--- config.mk ---
export PLATFORM = sky130hd
export DESIGN_NAME = pipelined_csa_multiplier
export DESIGN_NICKNAME = d
export VERILOG_FILES = /design/src/rtl/pipelined_csa_multiplier.sv
export SDC_FILE = /design/constraint.sdc
export NUM_CORES = 1
export LEC_CHECK = 0
export ABC_AREA = 1
export CORE_ASPECT_RATIO = 1.1
export CORE_MARGIN = 1
export CORE_UTILIZATION = 60
export DETAILED_ROUTE_END_ITERATION = 16
export PLACE_DENSITY = 0.87
export SYNTH_ARGS = -nofsm -noshare
export SYNTH_HDL_FRONTEND = slang
export SYNTH_SLANG_ARGS = --single-unit
--- constraint.sdc ---
create_clock -name clk -period 5.4 [get_ports clk]
set_input_delay 0.81 -clock clk [delete_from_list [all_inputs] [get_ports clk]]
set_output_delay 0.81 -clock clk [all_outputs]
set_load 0.01 [all_outputs]
--- src/rtl/pipelined_csa_multiplier.sv ---
// pipelined_csa_multiplier: iterative WIDTH x WIDTH multiplier.
// Partial-product rows are folded into a carry-save (sum, carry) pair,
// ROWS_PER_CYCLE rows per RUN cycle, then resolved by one final add.
// Valid/ready handshake on operands and product.
// Optional macro MULT_SIGNED_EN adds signed_mode (two's complement, Baugh-Wooley).
module pipelined_csa_multiplier #(
  parameter int WIDTH          = 8,
  parameter int ROWS_PER_CYCLE = 2
) (
  input  logic                 clk,
  input  logic                 rst_n,
  input  logic                 in_valid,
  output logic                 in_ready,
  input  logic [WIDTH-1:0]     a,
  input  logic [WIDTH-1:0]     b,
  output logic                 out_valid,
  input  logic                 out_ready,
  output logic [2*WIDTH-1:0]   prod,
  output logic                 busy
`ifdef MULT_SIGNED_EN
  ,
  input  logic                 signed_mode
`endif
);

  localparam int PW = 2 * WIDTH;
  localparam int IW = $clog2(WIDTH + ROWS_PER_CYCLE) + 1;
  localparam int BW = (WIDTH > 1) ? $clog2(WIDTH) : 1;

  localparam logic [WIDTH-1:0] TOP_BIT  = WIDTH'(1) << (WIDTH - 1);
  localparam logic [WIDTH-1:0] LOW_BITS = ~TOP_BIT;
  localparam logic [PW-1:0]    BW_CONST = (PW'(1) << WIDTH) | (PW'(1) << (PW - 1));

  generate
    if (ROWS_PER_CYCLE < 1 || ROWS_PER_CYCLE > WIDTH) begin : g_bad_rows
      $error("ROWS_PER_CYCLE must be in 1..WIDTH");
    end
  endgenerate

  typedef enum logic [1:0] {IDLE, RUN, ADD, DONE} state_t;

  state_t            state, state_nx;
  logic [WIDTH-1:0]  a_r, b_r;
  logic [PW-1:0]     sum, carry;
  logic [PW-1:0]     sum_nx, carry_nx;
  logic [IW-1:0]     idx;
  logic              sgn_r;
  logic              last_run;

  logic [PW-1:0]     s_acc, c_acc, pp, t;
  logic [WIDTH-1:0]  rbits;
  int unsigned       r;

`ifndef MULT_SIGNED_EN
  // Unsigned-only build: sign handling is permanently off.
  always_comb sgn_r = 1'b0;
`endif

  assign last_run = (32'(idx) + ROWS_PER_CYCLE) >= WIDTH;

  // State register.
  always_ff @(posedge clk) begin
    if (!rst_n) state <= IDLE;
    else        state <= state_nx;
  end

  // Next-state logic and handshake outputs.
  always_comb begin
    state_nx  = state;
    in_ready  = 1'b0;
    out_valid = 1'b0;
    busy      = 1'b1;
    case (state)
      IDLE: begin
        in_ready = 1'b1;
        busy     = 1'b0;
        if (in_valid) state_nx = RUN;
      end
      RUN:  if (last_run) state_nx = ADD;
      ADD:  state_nx = DONE;
      DONE: begin
        out_valid = 1'b1;
        if (out_ready) state_nx = IDLE;
      end
      default: state_nx = IDLE;
    endcase
  end

  // One RUN step: chain of ROWS_PER_CYCLE 3:2 compressors over rows idx..idx+R-1.
  // Baugh-Wooley correction constant replaces the (zero) sum on the first step.
  always_comb begin
    s_acc = (sgn_r && idx == '0) ? BW_CONST : sum;
    c_acc = carry;
    pp    = '0;
    t     = '0;
    rbits = '0;
    r     = 0;
    for (int unsigned j = 0; j < ROWS_PER_CYCLE; j++) begin
      r  = 32'(idx) + j;
      pp = '0;
      if (r < WIDTH) begin
        rbits = a_r & {WIDTH{b_r[r[BW-1:0]]}};
        if (sgn_r) rbits = rbits ^ ((r == WIDTH - 1) ? LOW_BITS : TOP_BIT);
        pp = {{WIDTH{1'b0}}, rbits} << r;
      end
      t     = s_acc ^ c_acc ^ pp;
      c_acc = ((s_acc & c_acc) | (s_acc & pp) | (c_acc & pp)) << 1;
      s_acc = t;
    end
    sum_nx   = s_acc;
    carry_nx = c_acc;
  end

  // Datapath registers: operand capture, carry-save accumulation, final add.
  always_ff @(posedge clk) begin
    if (!rst_n) begin
      a_r   <= '0;
      b_r   <= '0;
      sum   <= '0;
      carry <= '0;
      idx   <= '0;
      prod  <= '0;
`ifdef MULT_SIGNED_EN
      sgn_r <= 1'b0;
`endif
    end else begin
      case (state)
        IDLE: if (in_valid) begin
          a_r   <= a;
          b_r   <= b;
          sum   <= '0;
          carry <= '0;
          idx   <= '0;
`ifdef MULT_SIGNED_EN
          sgn_r <= signed_mode;
`endif
        end
        RUN: begin
          sum   <= sum_nx;
          carry <= carry_nx;
          idx   <= idx + IW'(ROWS_PER_CYCLE);
        end
        ADD:     prod <= sum + carry;
        default: ;
      endcase
    end
  end

endmodule

==> flow_metrics.tcl <==
set metrics [dict create \
    die_w_um 87.5 \
    cts_max_level 3 \
    syn_nets 757 \
    clk_latency_ns 0.36 \
    antenna_left 0 \
    hold_viol_final 0 \
    drv_slew 0 \
    nets 783 \
    drive_above_1_share_pct 7.10 \
    wirelength_um 11200 \
    syn_avg_cell_area_um2 7.03 \
    reg2reg_slack_ns 1.83 \
    drc 0 \
    critPathCaptureType "register" \
    path_max_fanout 29 \
    final_common_cell "nand2_1" \
    n_antenna_cell 0 \
    setup_viol 0 \
    root_buffer "clkbuf_8" \
    dp_hpwl_um 8620 \
    grt_pass1_vias 4326 \
    via_count 4463 \
    start_util_pct 63.2 \
    synth-seq-cells 69 \
    routabilityCongestion 0.935 \
    antenna_found_initial 0 \
    cp.depth 13 \
    r2r-start "idx[1]" \
    dr.pass1.iters 7 \
    tightest_slew_ns 1.07 \
    r2r_cells 13 \
    grt_usage_pct 29.9 \
    leakagePower_nw 2.30 \
    fin_ws_ns 1.83 \
    startpoint "idx[1]" \
    rsz0062_at_grt "no" \
    syn_area_um2 4830 \
    cts_tree "yes" \
    syn2layout_area_growth_pct 13.0 \
    fmax_ghz 0.280 \
    core_um2 7640 \
    ctsHoldBuffers 0 \
    skew_ns 0.0104 \
    cp.required_ns 5.68 \
    finalSetupTns_ns 0 \
    final_cell_mix "nand2_1, inv_1, nor2_1, dfxtp_1, clkdlybuf4s50_1" \
    r2r_end "sum[9]" \
    grt_overflow_total 0 \
    drtIter0Drc 188 \
    die_height_um 96.1 \
    startpoint_type "register" \
    outcome "completed" \
    grt_max_degree 46 \
    cts_max_path_buffers 2 \
    path_buf_inv 2 \
    tritoncts.num_buffers 9 \
    cp-endpoint "sum[9]" \
    min_period_ns 3.57 \
    clkTransAtPathRegs_ns 0.08 \
    powerDensity_nw_per_um2 369 \
    wl_per_cell_um 13.6 \
    die-area_um2 8410 \
    post_cts_resized 0 \
    syn_inst 687 \
    min_path_type "reg2reg" \
    finalCritPeriodShare_pct 66.0 \
    io_pins 39 \
    numPortBuffers 38 \
    synth_cell_type_count 41 \
    yosysWarningCount 0 \
    crit_family "adder cells" \
    drv_cap 0 \
    ir_drop_mv 0.356 \
    core.rowCount 33 \
    slowest_delay_ns 1.02 \
    grt_pass1_wl_um 19100 \
    critical_path_arrival_ns 3.85 \
    crit_type "reg2reg" \
    ys_seq_area_share_pct 28.6 \
    slowest_stage "dfxtp_1" \
    place_ws_ns 1.87 \
    worst_slew_margin_rel_pct 28.6 \
    viasPerCell 5.42 \
    clkSinkCount 69 \
    post_cts_buffers 0 \
    crit_chain "inv_6 > nand2_2 > nand3_2 > nand2_2 > nor2_1 > o21ai_2 > nand2_1 > o21ai_1 > inv_1 > fa_1 > fa_1 > nand2_1 > a21oi_1" \
]
==> layer usage <==
layer	up-vias	GRT usage, %	wire length, um
li1	2207	-	-
met1	2065	33.9	4480
met2	152	54.4	5740
met3	39	4.20	507
met4	0	15.4	427
met5	-	0	0
==> report_power, final <==
part | internal, W | switching (W)
combinational | 0.000324 | 0.000511
clock | 0.000286 | 0.000211
sequential | 0.000604 | 0.0000781
total | 0.00121 | 0.000800
==> worst reg2reg max path, stage by stage (launching register included) <==
cell     delay, ns
dfxtp_1       1.02
inv_6         0.24
nand2_2       0.13
nand3_2       0.07
nand2_2       0.28
nor2_1        0.14
o21ai_2       0.15
nand2_1       0.07
o21ai_1       0.09
inv_1         0.06
fa_1          0.49
fa_1          0.55
nand2_1       0.05
a21oi_1       0.16
==> how the worst min path moves through the flow <==
stage / from / to / depth (start not counted)
3_3_place_gp: prod[6] / prod[6] / 2
4_1_cts: sum[15] / sum[15] / 2
6_report: sum[15] / sum[15] / 2
3_5_place_dp: b_r[5] / b_r[5] / 2
2_1_floorplan: a_r[3] / a_r[3] / 2
5_1_grt: prod[6] / prod[6] / 2
==> flip-flops by register name, summed over array words and instances (netlist names) <==
signal,flops
a_r,8
b_r,8
carry,15
idx,4
prod,16
state,2
sum,16
==> kinds of logic after synthesis <==
logic type,count (synthesis),synth area share [%]
simple gates,288,25.4
buf+inv,156,13.1
flops,69,28.6
xor+xnor,6,1.09
other cells,2,0.155
fa+ha+maj,50,17.5
compound gates,116,14.1
==> area by class of cell <==
type | count | area, um2
Tap cell | 105 | 131
Inverter | 130 | 495
Sequential cell | 69 | 1380
Clock inverter | 5 | 81.3
Timing Repair Buffer | 41 | 403
Clock buffer | 11 | 151
Multi-Input combinational cell | 462 | 2810
Fill cell | 653 | 2180
==> stage by stage <==
step	hold WS [ns]	power (W)	instance area (um2)	utilization, %	std cells
2_1_floorplan	0.450	0.00130	4830	-	687
3_3_place_gp	0.460	0.00149	5230	68.4	807
3_5_place_dp	0.474	0.00152	5230	68.4	807
4_1_cts	0.485	0.00202	5460	71.4	823
5_1_grt	0.510	0.00216	5460	71.4	823
6_report	0.484	0.00201	5460	71.4	823
==> synth_stat cells, drive strengths merged <==
| cell | count | area, um2 |
|---|---|---|
| clkbuf | 11 | 41.3 |
| o211ai | 15 | 118 |
| nand3 | 33 | 185 |
| nor3 | 3 | 20.0 |
| or2 | 4 | 25.0 |
| o31ai | 1 | 12.5 |
| ha | 21 | 263 |
| clkinv | 1 | 3.75 |
| fa | 29 | 581 |
| inv | 129 | 492 |
| nor4 | 3 | 25.0 |
| o21ai | 43 | 226 |
| xor2 | 3 | 26.3 |
| conb | 2 | 7.51 |
| nand2 | 135 | 529 |
| dfxtp | 69 | 1380 |
| a2bb2oi | 2 | 17.5 |
| nand4 | 7 | 43.8 |
| xnor2 | 3 | 26.3 |
| a21oi | 34 | 178 |
| o22ai | 20 | 125 |
| buf | 15 | 97.6 |
| nor2 | 103 | 399 |
| a31oi | 1 | 6.26 |
No activity file was read; power rests on OpenSTA's default activity.
